File: config.mk
export PLATFORM = sky130hd
export DESIGN_NAME = instruction_issue_unit
export DESIGN_NICKNAME = d
export VERILOG_FILES = /design/src/rtl/instruction_issue_unit.sv
export SDC_FILE = /design/constraint.sdc
export NUM_CORES = 1
export LEC_CHECK = 0
export ABC_AREA = 0
export CAP_MARGIN = 30
export CORE_MARGIN = 2
export CORE_UTILIZATION = 49
export DETAILED_ROUTE_END_ITERATION = 12
export GPL_TIMING_DRIVEN = 0
export MAX_ROUTING_LAYER = met4
export PLACE_DENSITY = 0.88
export SETUP_SLACK_MARGIN = 0.4
export SYNTH_ARGS = -nofsm -noshare
export SYNTH_HDL_FRONTEND = slang
export SYNTH_SLANG_ARGS = --single-unit
File: constraint.sdc
create_clock -name clk_in -period 2.5 [get_ports clk_in]
set_input_delay 0.5 -clock clk_in [delete_from_list [all_inputs] [get_ports clk_in]]
set_output_delay 0.5 -clock clk_in [all_outputs]
set_load 0.01 [all_outputs]
File: src/rtl/instruction_issue_unit.sv
// instruction_issue_unit: fetches one instruction at a time, decodes it and issues it to the scheduler.
// Optional macro ISSUE_JAL_PREDICT_EN: a JAL issue redirects the next fetch to its jump target.
`default_nettype none

module instruction_issue_unit (
   input  logic        clk_in,
   input  logic        rst_in,
   input  logic        rdy_in,
   output logic        fetch_req,
   output logic [31:0] fetch_addr,
   input  logic        fetch_done,
   input  logic [31:0] fetch_data,
   input  logic        csu_full,
   input  logic        flush_pipline,
   input  logic [31:0] flush_target_pc,
   output logic        ins_just_issued,
   output logic [31:0] issue_PC,
   output logic [31:0] ins_issued,
   output logic [6:0]  issue_opcode,
   output logic [2:0]  issue_funct3,
   output logic [6:0]  issue_funct7,
   output logic [31:0] issue_imm_val,
   output logic [5:0]  issue_shamt_val,
   output logic [4:0]  issue_rs1,
   output logic [4:0]  issue_rs2,
   output logic [4:0]  issue_rd
);

   localparam logic [6:0] OP_IMM    = 7'b0010011;
   localparam logic [6:0] OP_LOAD   = 7'b0000011;
   localparam logic [6:0] OP_JALR   = 7'b1100111;
   localparam logic [6:0] OP_STORE  = 7'b0100011;
   localparam logic [6:0] OP_BRANCH = 7'b1100011;
   localparam logic [6:0] OP_LUI    = 7'b0110111;
   localparam logic [6:0] OP_AUIPC  = 7'b0010111;
   localparam logic [6:0] OP_JAL    = 7'b1101111;

   typedef enum logic [1:0] {
      IDLE     = 2'd0,
      WAIT_MEM = 2'd1,
      HOLD     = 2'd2
   } state_t;

   function automatic logic [31:0] decode_imm(input logic [31:0] ins);
      logic [31:0] imm;
      case (ins[6:0])
         OP_IMM, OP_LOAD, OP_JALR: imm = {{20{ins[31]}}, ins[31:20]};
         OP_STORE:                 imm = {{20{ins[31]}}, ins[31:25], ins[11:7]};
         OP_BRANCH:                imm = {{19{ins[31]}}, ins[31], ins[7], ins[30:25], ins[11:8], 1'b0};
         OP_LUI, OP_AUIPC:         imm = {ins[31:12], 12'b0};
         OP_JAL:                   imm = {{11{ins[31]}}, ins[31], ins[19:12], ins[20], ins[30:21], 1'b0};
         default:                  imm = 32'd0;
      endcase
      return imm;
   endfunction

   state_t      state_q, state_d;
   logic [31:0] pc_q, pc_d;
   logic        discard_q, discard_d;
   logic        fetch_req_q, fetch_req_d;
   logic [31:0] fetch_addr_q, fetch_addr_d;
   logic [31:0] ins_q, ins_d;
   logic        just_issued_q, just_issued_d;
   logic [31:0] issue_pc_q, issue_pc_d;
   logic [31:0] issue_ins_q, issue_ins_d;
   logic [31:0] issue_imm_q, issue_imm_d;

   logic        do_issue;
   logic [31:0] issue_src;
   logic [31:0] issue_imm;

   // A fresh response with room downstream issues straight from fetch_data, skipping HOLD.
   assign issue_src = (state_q == HOLD) ? ins_q : fetch_data;
   assign issue_imm = decode_imm(issue_src);

   always_comb begin
      state_d       = state_q;
      pc_d          = pc_q;
      discard_d     = discard_q;
      fetch_req_d   = fetch_req_q;
      fetch_addr_d  = fetch_addr_q;
      ins_d         = ins_q;
      just_issued_d = 1'b0;
      issue_pc_d    = issue_pc_q;
      issue_ins_d   = issue_ins_q;
      issue_imm_d   = issue_imm_q;
      do_issue      = 1'b0;

      if (rdy_in) begin
         if (flush_pipline) begin
            pc_d = flush_target_pc;
            if (state_q == WAIT_MEM) begin
               if (fetch_done) begin
                  state_d     = IDLE;
                  fetch_req_d = 1'b0;
                  discard_d   = 1'b0;
               end else begin
                  // The outstanding request cannot be withdrawn; swallow its reply instead.
                  discard_d = 1'b1;
               end
            end else begin
               state_d = IDLE;
            end
         end else begin
            case (state_q)
               IDLE: begin
                  state_d      = WAIT_MEM;
                  fetch_req_d  = 1'b1;
                  fetch_addr_d = pc_q;
               end
               WAIT_MEM: begin
                  if (fetch_done) begin
                     fetch_req_d = 1'b0;
                     if (discard_q) begin
                        discard_d = 1'b0;
                        state_d   = IDLE;
                     end else if (!csu_full) begin
                        do_issue = 1'b1;
                        state_d  = IDLE;
                     end else begin
                        ins_d   = fetch_data;
                        state_d = HOLD;
                     end
                  end
               end
               HOLD: begin
                  if (!csu_full) begin
                     do_issue = 1'b1;
                     state_d  = IDLE;
                  end
               end
               default: state_d = IDLE;
            endcase
         end
      end

      if (do_issue) begin
         just_issued_d = 1'b1;
         issue_pc_d    = pc_q;
         issue_ins_d   = issue_src;
         issue_imm_d   = issue_imm;
`ifdef ISSUE_JAL_PREDICT_EN
         pc_d = (issue_src[6:0] == OP_JAL) ? pc_q + issue_imm : pc_q + 32'd4;
`else
         pc_d = pc_q + 32'd4;
`endif
      end
   end

   always_ff @(posedge clk_in or negedge rst_in) begin
      if (!rst_in) begin
         state_q       <= IDLE;
         pc_q          <= 32'd0;
         discard_q     <= 1'b0;
         fetch_req_q   <= 1'b0;
         fetch_addr_q  <= 32'd0;
         ins_q         <= 32'd0;
         just_issued_q <= 1'b0;
         issue_pc_q    <= 32'd0;
         issue_ins_q   <= 32'd0;
         issue_imm_q   <= 32'd0;
      end else begin
         state_q       <= state_d;
         pc_q          <= pc_d;
         discard_q     <= discard_d;
         fetch_req_q   <= fetch_req_d;
         fetch_addr_q  <= fetch_addr_d;
         ins_q         <= ins_d;
         just_issued_q <= just_issued_d;
         issue_pc_q    <= issue_pc_d;
         issue_ins_q   <= issue_ins_d;
         issue_imm_q   <= issue_imm_d;
      end
   end

   assign fetch_req       = fetch_req_q;
   assign fetch_addr      = fetch_addr_q;
   assign ins_just_issued = just_issued_q;
   assign issue_PC        = issue_pc_q;
   assign ins_issued      = issue_ins_q;
   assign issue_imm_val   = issue_imm_q;
   // Field slices come straight off the registered instruction word.
   assign issue_opcode    = issue_ins_q[6:0];
   assign issue_rd        = issue_ins_q[11:7];
   assign issue_funct3    = issue_ins_q[14:12];
   assign issue_rs1       = issue_ins_q[19:15];
   assign issue_rs2       = issue_ins_q[24:20];
   assign issue_funct7    = issue_ins_q[31:25];
   assign issue_shamt_val = issue_ins_q[25:20];

endmodule

`default_nettype wire

======== After elaboration in Yosys (flattened, before gate mapping) ========
Index checks and enable logic that the tools add are counted.
storage, ports and cells
  register bits after elaboration ......... 197
operators by class
  bitwise gates (word level) .............. 2
  equal/unequal tests ..................... 13
  $add $sub $neg .......................... 1
  multiplexer cells ....................... 29
  reduce and logical (&&, ||, !) cells .... 13
operator list
  operator                                                number
  one-hot mux 32 bit (5 select lines)                     1
  two-way mux 32 bit                                      4
  adder 32 x 3 -> 32 bit (second input constant)          1
  == test 7 bit (second input constant)                   3
  == test 7 x 5 -> 1 bit (second input constant)          2
  == test 7 x 6 -> 1 bit (second input constant)          2
  two-way mux 1 bit                                       14
  two-way mux 2 bit                                       7
  AND reduction 3 bit                                     4
  nonzero test 2 bit                                      4
  == test 7 x 2 -> 1 bit (second input constant)          1
  one-hot mux 2 bit (3 select lines)                      1
  AND reduction 6 bit                                     1
  one-hot mux 1 bit (2 select lines)                      2
  inequality test 3 bit (second input constant)           1
  OR reduction 3 bit                                      1
  == test 2 x 1 -> 1 bit (second input constant)          1
  == test 2 bit (second input constant)                   1
  logical NOT 2 bit                                       1
  inequality test 2 x 1 -> 1 bit (second input constant)  1
  inequality test 2 bit (second input constant)           1
  inverter 1 bit                                          2
  AND reduction 2 bit                                     1
  OR reduction 2 bit                                      1

======== Longest topological paths before layout ========
Gate-level depths: netlist (run 1).
  word-level depth ........................ 8
  mapped depth ............................ 10

======== Worst setup path after synthesis (run 1) ========
No wires, ideal clock.
  path type ............................... flip-flop to flip-flop
  from .................................... reg state_q[0]
  to ...................................... reg issue_imm_q[4], in the netlist issue_imm_val[4]
  clock period less this slack ............ 2.240 ns
  required time ........................... 2.374 ns
  setup time .............................. 0.126 ns
  slack ................................... 0.260 ns
  cell stages (with the launch flop) ...... 11
  path buffers ............................ 4
  arrival time ............................ 2.114 ns
  cells stage by stage .................... dfrtp_1 inv_1 ha_1 buf_4 buf_2 buf_2 buf_4 mux2i_1 inv_1 a221oi_1 nor2_1
on the way
  longest elaborated chain between the ends .. 5
  elaborated cells between the ends (all ways) .. 17
  those cells by class .................... 10 x eq/ne; 5 x mux; 2 x reduce/logical
ends and longest elaborated chain
  what                                                      RTL line  source
  start: declaration                                        57        state_t state_q, state_d;
  start signal: assignment                                  163       state_q <= state_d;
  == test 2 bit                                             73, 105
  two-way mux 32 bit                                        73        assign issue_src = (state_q == HOLD) ? ins_q : fetch_data;
  == test 7 x 5 -> 1 bit, or another cell as far along      46        case (ins[6:0])
  OR reduction 3 bit or OR reduction 2 bit (tied branches)  46
  one-hot mux 32 bit (5 select lines)                       46
  end signal: assignment                                    172       issue_imm_q <= issue_imm_d;
  end: declaration                                          66        logic [31:0] issue_imm_q, issue_imm_d;
Parallel ways exist; a longest one is shown, timed or not.
A chain may end at the register's enable or synchronous reset.

======== Worst setup path after layout (run 1) ========
  from .................................... reg state_q[1]
  to ...................................... reg issue_imm_q[21], in the netlist issue_imm_val[21]
Same word-level chain as after synthesis.

==> summary.txt, run 1 <==
Die
  – Total Die Area: between 0.015 and 0.02 mm2
  – Chip height: 139.3 um
  – I/O pin cnt: roughly 240
  – Rows: 49
  – Chip width: around 140 um
  – Core area: 0.01796 mm2
  – Starting Density: 49.94%

Cells and area
  – Ratio of cells with drive above 1 in the final layout: around a fifth
  – Layout Nets: 1263
  – # fillers: 1202
  – Most frequent cells in the layout: nand2_1 (254), clkdlybuf4s50_1 (235), dfrtp_1 (195)
  – Non-filler instance count after layout: 1431
  – Most common cell after layout, fill and taps aside: nand2_1
  – Area growth, synth to finish: 46.69%
  – Diodes inserted: 0

Synthesis
  – Async set-reset flop share out of synthesis: 100.0%
  – EDFF count, synth: 0
  – Mapped Cells: slightly below 900
  – Synth area leaders: dfrtp_1 (55%), nand2_1 (11%), mux2_2 (4.8%)
  – Area fraction of the dominant cell type after synthesis: roughly 55%
  – Yosys cell types: 56
  – Syn_nets: 968
  – Top FF cell, synth: dfrtp_1
  – Post-synthesis sequential area ratio: 54.95%
  – Area leader, netlist: dfrtp_1
  – Mean area per synthesized cell: 10.03 um2
  – Synth warn: 0
  – Mapped Area: 0.008971 mm2
  – Yosys reg bits: 197

Status
  – Outcome: finished, final reports clean

STA
  – Final setup fails: 0
  – Final worst-path cycle share: 90.76%
  – PnR worst setup slack: between 200 and 250 ps
  – Slew at the pin closest to its max-slew limit: between 700 and 800 ps
  – Clk_skew: around 11 ps
  – Final Slew Violations: 0
  – Slew margin rel.: 52.42%
  – Final hold violation count: 0
  – Maximum clock rate: 440.7 MHz
  – RSZ-0062 raised after global routing: yes
  – Tmin final: 2269 ps

Critical path
  – Critical Path RT: 2810 ps
  – Startpoint Class: flop
  – Arrival @ worst endpoint: 2580 ps
  – CP Max Fanout: 10
  – Critical path class: reg -> reg
  – CP endpoint kind: flop

Clock tree
  – CTS Root Cell: clkbuf_16
  – Max clock buf depth: 2
  – Sink Count: just under 200
  – Reg clk slew, reported paths: 70 ps
  – H-tree levels: 4
  – CTS tree: built
  – Clock Latency Late Sink: 440 ps
  – CTS buffer count: 17

Pwr
  – Peak VDD IR: 0.5267 mV
  – LEAKAGE: 0.005982 uW
  – Pwr dens: 895.6 mW/mm2

Detailed routing
  – DR iter-0 viols: 750
  – First-pass iteration count of the detailed router: 5
  – Vias per cell: around 5.8
  – Vias post-DR: 8330
  – WL/cell: 20.85 um
  – WL final: 29.83 mm
  – DRC violations left: 0
  – Final ANT Viol Nets: 0

Run
  – Max cap viols: 0

Worst hold path
  – Worst hold path type: in -> async

Global route
  – Vias in the first global route: just over 8000
  – Global Route met3 Usage: 6.504%
  – First-pass GRT wire length: 43.17 mm
  – Largest net degree at the start of global routing: ~110
  – Total grt overflow: 0
  – Gr usage total: 28.94%
  – Met1 usage: between 30% and 40%
  – Most Used Layer, Global Route: met2
  – Initial antenna violation count: 0
  – M2 GR Usage: 48.09%

Place
  – Port Buffers: 236
  – GP Congestion: 0.9037
  – Post-DP HPWL: 19.44 mm
  – Place WS: -626.3 ps
  – Placed cell count: 1360
## flip-flops by register name, indices dropped and copies added (netlist names)
name             flops
discard_q            1
fetch_addr          32
fetch_req            1
ins_issued          32
ins_just_issued      1
ins_q               32
issue_PC            32
issue_imm_val       32
pc_q                32
state_q              2
## metal layers
metal  routed length, um  part of all wire (%)
met5                   0                     0
met4                 845                   2.8
met3                2705                   9.1
met2               15100                    51
met1               11180                    37
## worst paths after layout
check	start	to	slack [ps]	depth (start not counted)
setup reg to reg	state_q[1]$_DFFE_PN0P_	issue_imm_val[21]$_DFFE_PN0P_	230	8
min in group clk_in	fetch_addr[16]$_DFFE_PN0P_	fetch_addr[16]$_DFFE_PN0P_	480	2
hold / removal	rst_in	fetch_addr[10]$_DFFE_PN0P_	30	1
setup / recovery	state_q[1]$_DFFE_PN0P_	issue_imm_val[21]$_DFFE_PN0P_	230	8
max in group asynchronous	rst_in	ins_issued[21]$_DFFE_PN0P_	1450	2
hold reg to reg	fetch_addr[16]$_DFFE_PN0P_	fetch_addr[16]$_DFFE_PN0P_	480	2
## where the power goes
group	switching, uW	total (uW)	internal (uW)
Clock	1290	2870	1580
Combinational	1670	4030	2360
Sequential	781	4880	4100
Total	3740	11800	8040
## worst max-delay path: stages (launching register included)
cell and delay, ps:
dfrtp_1 400, buf_4 150, ha_4 190, mux2_4 340
a211o_1 350, a31oi_4 250, o21ai_2 90, buf_6 150
o22a_1 210
## cell type report
type | count | area, um2 | share of cell area [%]
Multi-Input combinational cell | 598 | 3886 | 29.53
Clock inverter | 11 | 140.1 | 1.065
Buffer | 86 | 621.8 | 4.725
Timing Repair Buffer | 274 | 2763 | 20.99
Clock buffer | 21 | 470.5 | 3.575
Inverter | 15 | 60.06 | 0.4564
Tap cell | 229 | 286.5 | 2.177
Sequential cell | 197 | 4932 | 37.48
## logic make-up (layout without fill, tap and decap cells)
family          Yosys count  in the layout  share of synthesized area (%)
fa+ha+maj                 4              4                         0.5579
compound gates          158            159                          12.44
buf+inv                 101            407                          6.095
mux                      70             70                          8.340
simple gates            364            365                          17.62
flops                   197            197                          54.95
## metrics by stage
step	TNS [ps]	power [uW]	hold slack, ps	area [um2]	utilization [%]
detailed placement	-53190	8647	463.1	11660	64.94
floorplan	0	6375	204.4	8984	-
finish	0	11790	28.22	13160	73.26
CTS	0	11570	97.09	12580	70.05
global placement	-1443610	8471	460.1	11630	64.76
global route	0	12300	99.30	13160	73.26
## synth_stat cells (2+ instances only)
master,count
a31oi_2,2
and3_1,7
nand3_1,11
nor2_1,43
mux2_2,38
buf_2,11
a22o_1,11
mux2i_1,32
o21ai_2,2
and2_1,5
and4bb_2,2
a21o_1,3
o221a_2,3
dfrtp_1,197
nand4bb_1,2
inv_1,15
a211oi_1,7
buf_1,4
o311ai_0,5
or3_1,2
and4_1,3
nand2_1,255
or4_1,2
nand2b_1,3
o21a_1,2
clkbuf_1,30
a31oi_1,5
o22ai_1,12
nand3b_1,4
o21ai_0,54
ha_1,4
a311oi_1,7
a221o_1,3
a21oi_1,11
buf_4,41
nand4_1,13
a221oi_1,4
o22a_1,11
nor3_1,5
o211ai_1,7
## timing repair
action	CTS	global route
hold buffers	0	0
gates resized for setup	59	85
setup buffers	15	21
endpoints found under the setup margin	160	134
pin swaps	9	26
cloned	0	3
Power figures use the tool's default switching activity.
==> run 2: changes to the inputs <==
--- a/config.mk
+++ b/config.mk
@@ -12,7 +12,7 @@
 export DETAILED_ROUTE_END_ITERATION = 12
 export GPL_TIMING_DRIVEN = 0
 export MAX_ROUTING_LAYER = met4
-export PLACE_DENSITY = 0.88
+export PLACE_DENSITY = 0.9
 export SETUP_SLACK_MARGIN = 0.4
 export SYNTH_ARGS = -nofsm -noshare
 export SYNTH_HDL_FRONTEND = slang
==> summary.txt, run 2 (same netlist as run 1, synthesis figures left out) <==
Cells and area
  – Area occupied by multi-input gates: 0.003881 mm2 (was 0.003886 mm2)
  – Design Area, Final: 0.01332 mm2 (was 0.01316 mm2)
  – Reg area: 0.004936 mm2 (was 0.004932 mm2)
  – Ratio of cells with drive above 1 in the final layout: 21.65% (was 20.88%)
  – Layout Nets: 1263 (unchanged)
  – Most common cell after layout, fill and taps aside: nand2_1 (unchanged)
  – Diodes inserted: 0 (unchanged)
  – # fillers: 1176 (was 1202)
  – Area growth, synth to finish: 48.45% (was 46.69%)
  – Most frequent cells in the layout: nand2_1 (254), clkdlybuf4s50_1 (234), dfrtp_1 (192) (was nand2_1 (254), clkdlybuf4s50_1 (235), dfrtp_1 (195))

Global route
  – Initial antenna violation count: 0 (unchanged)
  – Gr usage total: 30.16% (was 28.94%)
  – Vias in the first global route: 8297 (was 8061)
  – First-pass GRT wire length: 44.66 mm (was 43.17 mm)
  – Total grt overflow: 0 (unchanged)
  – Largest net degree at the start of global routing: 120 (was 107)

Die
  – Core area: 0.01796 mm2 (unchanged)
  – Rows: 49 (unchanged)
  – Chip width: 139.3 um (unchanged)
  – I/O pin cnt: 238 (unchanged)
  – Total Die Area: 0.01941 mm2 (unchanged)
  – Starting Density: 49.94% (unchanged)
  – Chip height: 139.3 um (unchanged)

Place
  – Post-DP HPWL: 19.40 mm (was 19.44 mm)
  – Place WS: -561.7 ps (was -626.3 ps)
  – DP Area: 0.01166 mm2 (unchanged)
  – Port Buffers: 236 (unchanged)
  – GP Congestion: 0.8895 (was 0.9037)

Detailed routing
  – Vias per cell: 6.001 (was 5.821)
  – WL/cell: 21.91 um (was 20.85 um)
  – Final ANT Viol Nets: 0 (unchanged)
  – First-pass iteration count of the detailed router: 6 (was 5)
  – DR iter-0 viols: 1116 (was 750)
  – Vias post-DR: 8581 (was 8330)
  – WL final: 31.34 mm (was 29.83 mm)
  – DRC violations left: 0 (unchanged)

STA
  – Final worst-path cycle share: 93.29% (was 90.76%)
  – Final setup fails: 0 (unchanged)
  – Clk_skew: 14.17 ps (was 11.36 ps)
  – RSZ-0062 raised after global routing: yes (unchanged)
  – Slew margin rel.: 51.91% (was 52.42%)
  – Final Slew Violations: 0 (unchanged)
  – Slew at the pin closest to its max-slew limit: 721.3 ps (was 713.6 ps)
  – Final hold violation count: 0 (unchanged)
  – PnR worst setup slack: 167.9 ps (was 231.1 ps)
  – Tmin final: 2332 ps (was 2269 ps)
  – Maximum clock rate: 428.8 MHz (was 440.7 MHz)

Pwr
  – Peak VDD IR: 0.6089 mV (was 0.5267 mV)
  – LEAKAGE: 0.006038 uW (was 0.005982 uW)
  – Pwr dens: 886.6 mW/mm2 (was 895.6 mW/mm2)

Critical path
  – CP Max Fanout: 5 (was 10)
  – Critical path class: reg -> reg (unchanged)
  – Startpoint Class: flop (unchanged)
  – CP endpoint kind: flop (unchanged)
  – Critical Path RT: 2820 ps (was 2810 ps)
  – Arrival @ worst endpoint: 2650 ps (was 2580 ps)

Worst hold path
  – Worst hold path type: in -> async (unchanged)

Clock tree
  – Max clock buf depth: 2 (unchanged)
  – CTS tree: built (unchanged)
  – Clock Latency Late Sink: 450 ps (was 440 ps)
  – CTS buffer count: 17 (unchanged)
  – CTS Root Cell: clkbuf_16 (unchanged)
  – Sink Count: 197 (unchanged)
  – Hold Buf Count CTS: 0 (unchanged)
  – H-tree levels: 4 (unchanged)
  – Reg clk slew, reported paths: 80 ps (was 70 ps)

Status
  – Outcome: finished, final reports clean (unchanged)

Run
  – Max cap viols: 0 (unchanged)
## run 2: cell types whose count changed in the layout (fill, tap and decap cells not counted), moves of 5 or more
cell       delta
buf_4        -11
clkbuf_16     +6
clkbuf_2      -8
o21ai_1       +5
## run 2: layer usage
metal / GRT usage [%] / vias up / wire, um
met3: 7.502 / 127 / 3259
met5: - / - / 0
li1: - / 3651 / -
met1: 36.54 / 4154 / 11250
met4: 10.31 / 0 / 1190
met2: 49.59 / 649 / 15640
## run 2: worst paths after layout
path                                           from                             to  slack [ps]  depth (start not counted)
setup / recovery             state_q[0]$_DFFE_PN0P_            pc_q[6]$_DFFE_PN0P_         170                         10
min in group clk_in                          rdy_in          discard_q$_DFFE_PN0P_         460                          2
hold / removal                               rst_in       issue_PC[21]$_DFFE_PN0P_           5                          1
hold reg to reg            issue_PC[20]$_DFFE_PN0P_       issue_PC[20]$_DFFE_PN0P_         480                          2
max in group asynchronous                    rst_in  issue_imm_val[25]$_DFFE_PN0P_        1500                          2
setup reg to reg             state_q[0]$_DFFE_PN0P_            pc_q[6]$_DFFE_PN0P_         170                         10
## run 2: area by class of cell
cell class / count / share of cell area, %
multi-input cells: 597 / 29.14
well taps: 229 / 2.151
flip-flops and latches: 197 / 37.06
clock buffers: 17 / 3.194
repair buffers: 275 / 21.53
inverters: 15 / 0.4510
plain buffers: 86 / 5.214
clock inverters: 14 / 1.250
## run 2: repair_timing
| action | 4_1_cts | 5_1_grt |
|---|---|---|
| setup endpoints to repair | 159 | 152 |
| setup buffers | 21 | 9 |
| pin swaps | 19 | 30 |
| gates resized for setup | 88 | 101 |
| hold endpoints to repair | 0 | 0 |
| gates cloned | 2 | 7 |
## run 2: worst max-delay path, cell delays in order (launching register included)
cell,delay [ps]
dfrtp_2,420
buf_4,150
ha_4,170
and3b_2,210
o21ai_4,200
clkinvlp_4,220
buf_6,170
clkbuf_16,150
and4_1,200
nor3_1,220
nor3_1,100
## run 2: per-stage QoR
step	utilization [%]	TNS, ps	power [uW]	cells	hold WS (ps)
after floorplan	-	0	6375	894	204.4
after global placement	64.76	-1452300	8478	1359	460.9
after detailed placement	64.94	-50930	8657	1360	461.6
after CTS	71.12	0	11580	1414	44.70
after global routing	74.14	0	12310	1430	65.18
final	74.14	0	11810	1430	5.393
## run 2: where the power goes
group / total (uW) / switching [uW] / internal (uW) / leakage [uW]
registers: 4900 / 801 / 4100 / 0.00255
clock network: 2850 / 1350 / 1510 / 0.000293
logic: 4050 / 1690 / 2370 / 0.00319
total: 11800 / 3840 / 7970 / 0.00604
==> run 3: changes to the inputs <==
--- a/config.mk
+++ b/config.mk
@@ -14,6 +14,7 @@
 export MAX_ROUTING_LAYER = met4
 export PLACE_DENSITY = 0.9
 export SETUP_SLACK_MARGIN = 0.4
+export SKIP_CTS_REPAIR_TIMING = 1
 export SYNTH_ARGS = -nofsm -noshare
 export SYNTH_HDL_FRONTEND = slang
 export SYNTH_SLANG_ARGS = --single-unit
==> summary.txt, run 3 (same netlist as run 1, synthesis figures left out) <==
Critical path
  – Slowest cell on crit path: a221o_2 (was dfrtp_2)
  – Startpoint Class: flop (unchanged)
  – R2R Setup Slk: 230 ps (was 170 ps)
  – Arrival @ worst endpoint: 2650 ps (about the same)
  – Worst-case reg-to-reg path depth: 10 (unchanged)
  – WP buf/inv: 4 (unchanged)
  – Reg2reg end: issue_imm_val[18]$_DFFE_PN0P_ (was pc_q[6]$_DFFE_PN0P_)
  – Delay-heaviest family, CP: compound AO/OA/AOI/OAI gates (was simple AND/OR/NAND/NOR gates)
  – Slowest Stage Delay on Critical Path: 440 ps (was 420 ps)
  – Crit Reg-Reg Startpoint: state_q[0]$_DFFE_PN0P_ (unchanged)
  – Cell mode on critical path: buf_12 (was nor3_1)
  – CP endpoint kind: flop (unchanged)
  – Worst path cell trace: inv_2, ha_4, buf_12, buf_12, nand3_2, a221o_2, a21boi_2, buf_6, o22ai_4, a22o_1 (was buf_4, ha_4, and3b_2, o21ai_4, clkinvlp_4, buf_6, clkbuf_16, and4_1, nor3_1, nor3_1)
  – Critical path class: reg -> reg (unchanged)
  – CP Max Fanout: 10 (was 5)
  – Critical Path RT: 2870 ps (was 2820 ps)

Die
  – I/O pin cnt: 238 (unchanged)
  – Chip height: 139.3 um (unchanged)
  – Starting Density: 49.94% (unchanged)
  – Chip width: 139.3 um (unchanged)
  – Rows: 49 (unchanged)
  – Core area: 0.01796 mm2 (unchanged)
  – Total Die Area: 0.01941 mm2 (unchanged)

Detailed routing
  – WL final: 29.39 mm (was 31.34 mm)
  – DRC violations left: 0 (unchanged)
  – Final ANT Viol Nets: 0 (unchanged)
  – WL/cell: 20.68 um (was 21.91 um)
  – Vias post-DR: 8269 (was 8581)
  – First-pass iteration count of the detailed router: 7 (was 6)
  – Vias per cell: 5.819 (was 6.001)
  – DR iter-0 viols: 893 (was 1116)

Pwr
  – Tot Pwr: 11680 uW (was 11810 uW)
  – Peak VDD IR: 0.6076 mV (was 0.6089 mV)
  – LEAKAGE: 0.005920 uW (was 0.006038 uW)
  – Pwr dens: 898.5 mW/mm2 (was 886.6 mW/mm2)

Cells and area
  – Most frequent cells in the layout: nand2_1 (255), clkdlybuf4s50_1 (234), dfrtp_1 (193) (was nand2_1 (254), clkdlybuf4s50_1 (234), dfrtp_1 (192))
  – Most common cell after layout, fill and taps aside: nand2_1 (unchanged)
  – Design Area, Final: 0.01300 mm2 (was 0.01332 mm2)
  – Ratio of cells with drive above 1 in the final layout: 20.30% (was 21.65%)
  – Final design utilization: 72.38% (was 74.14%)
  – Diodes inserted: 0 (unchanged)
  – Area growth, synth to finish: 44.94% (was 48.45%)
  – Layout Nets: 1254 (was 1263)

Global route
  – Total grt overflow: 0 (unchanged)
  – Largest net degree at the start of global routing: 120 (unchanged)
  – Gr usage total: 29.08% (was 30.16%)
  – Initial antenna violation count: 0 (unchanged)
  – First-pass GRT wire length: 43.06 mm (was 44.66 mm)
  – Vias in the first global route: 8020 (was 8297)

Place
  – Port Buffers: 236 (unchanged)
  – GP Congestion: 0.8895 (unchanged)
  – Post-DP HPWL: 19.40 mm (unchanged)
  – DP Area: 0.01166 mm2 (unchanged)

Clock tree
  – CTS Root Cell: clkbuf_16 (unchanged)
  – Sink Count: 197 (unchanged)
  – Clock Latency Late Sink: 450 ps (about the same)
  – Max clock buf depth: 2 (unchanged)
  – CTS tree: built (unchanged)
  – CTS buffer count: 17 (unchanged)
  – H-tree levels: 4 (unchanged)
  – Reg clk slew, reported paths: 80 ps (about the same)

STA
  – Slew at the pin closest to its max-slew limit: 648.8 ps (was 721.3 ps)
  – Tmin final: 2271 ps (was 2332 ps)
  – Final setup fails: 0 (unchanged)
  – Setup TNS: 0 ps (unchanged)
  – Clk_skew: 13.07 ps (was 14.17 ps)
  – Final Slew Violations: 0 (unchanged)
  – RSZ-0062 raised after global routing: yes (unchanged)
  – Maximum clock rate: 440.2 MHz (was 428.8 MHz)
  – Final hold violation count: 0 (unchanged)
  – Final worst-path cycle share: 90.86% (was 93.29%)
  – Slew margin rel.: 56.74% (was 51.91%)
  – Hold WS: 18.50 ps (was 5.393 ps)

Run
  – Max cap viols: 0 (unchanged)

Worst hold path
  – Worst hold path type: in -> async (unchanged)

Status
  – Outcome: finished, final reports clean (unchanged)
[run 3: cell types whose count changed in the layout (fill, tap and decap cells not counted), moves of 3 or more]
cell	change
a311oi_1	+4
buf_8	-5
a311oi_2	-4
clkbuf_16	-6
clkbuf_4	-4
clkbuf_2	+7
o21ai_0	+6
o21ai_1	-5
buf_12	-3
[run 3: layer usage]
layer / track usage [%] / up-vias / share of wire (%)
met3: 8.018 / 76 / 10
li1: - / 3643 / -
met2: 47.39 / 520 / 49
met5: - / - / 0
met4: 9.569 / 0 / 2.9
met1: 35.25 / 4030 / 38
[run 3: worst max-delay path by stage]
stage,startpoint,end,slack [ps],cells after the start
after global placement,rst_in,ins_issued[3]$_DFFE_PN0P_,-7140,1
final,state_q[0]$_DFFE_PN0P_,issue_imm_val[18]$_DFFE_PN0P_,230,10
after detailed placement,flush_pipline,pc_q[26]$_DFFE_PN0P_,-560,8
after global routing,state_q[0]$_DFFE_PN0P_,issue_imm_val[18]$_DFFE_PN0P_,180,10
after CTS,state_q[0]$_DFFE_PN0P_,pc_q[3]$_DFFE_PN0P_,-360,8
after floorplan,state_q[0]$_DFFE_PN0P_,issue_imm_val[15]$_DFFE_PN0P_,410,8
[run 3: final cells by class]
cell class	instances	area [um2]
Buffer	86	646.9
Sequential cell	197	4935
Clock inverter	14	166.4
Multi-Input combinational cell	598	3819
Tap cell	229	286.5
Clock buffer	17	425.4
Fill cell	1221	4961
Inverter	15	60.06
Timing Repair Buffer	265	2664
[run 3: power by group]
part / internal [uW] / switching [uW] / leakage, uW
Sequential: 4100 / 785 / 0.00256
Combinational: 2340 / 1640 / 0.00307
Clock: 1500 / 1310 / 0.000293
Total: 7940 / 3740 / 0.00592
[run 3: per-stage QoR]
stage	setup slack, ps	std cells
6_report	228.6	1421
5_1_grt	176.3	1421
4_1_cts	-358.0	1391
3_5_place_dp	-561.7	1360
3_3_place_gp	-7137	1359
2_1_floorplan	413.9	894
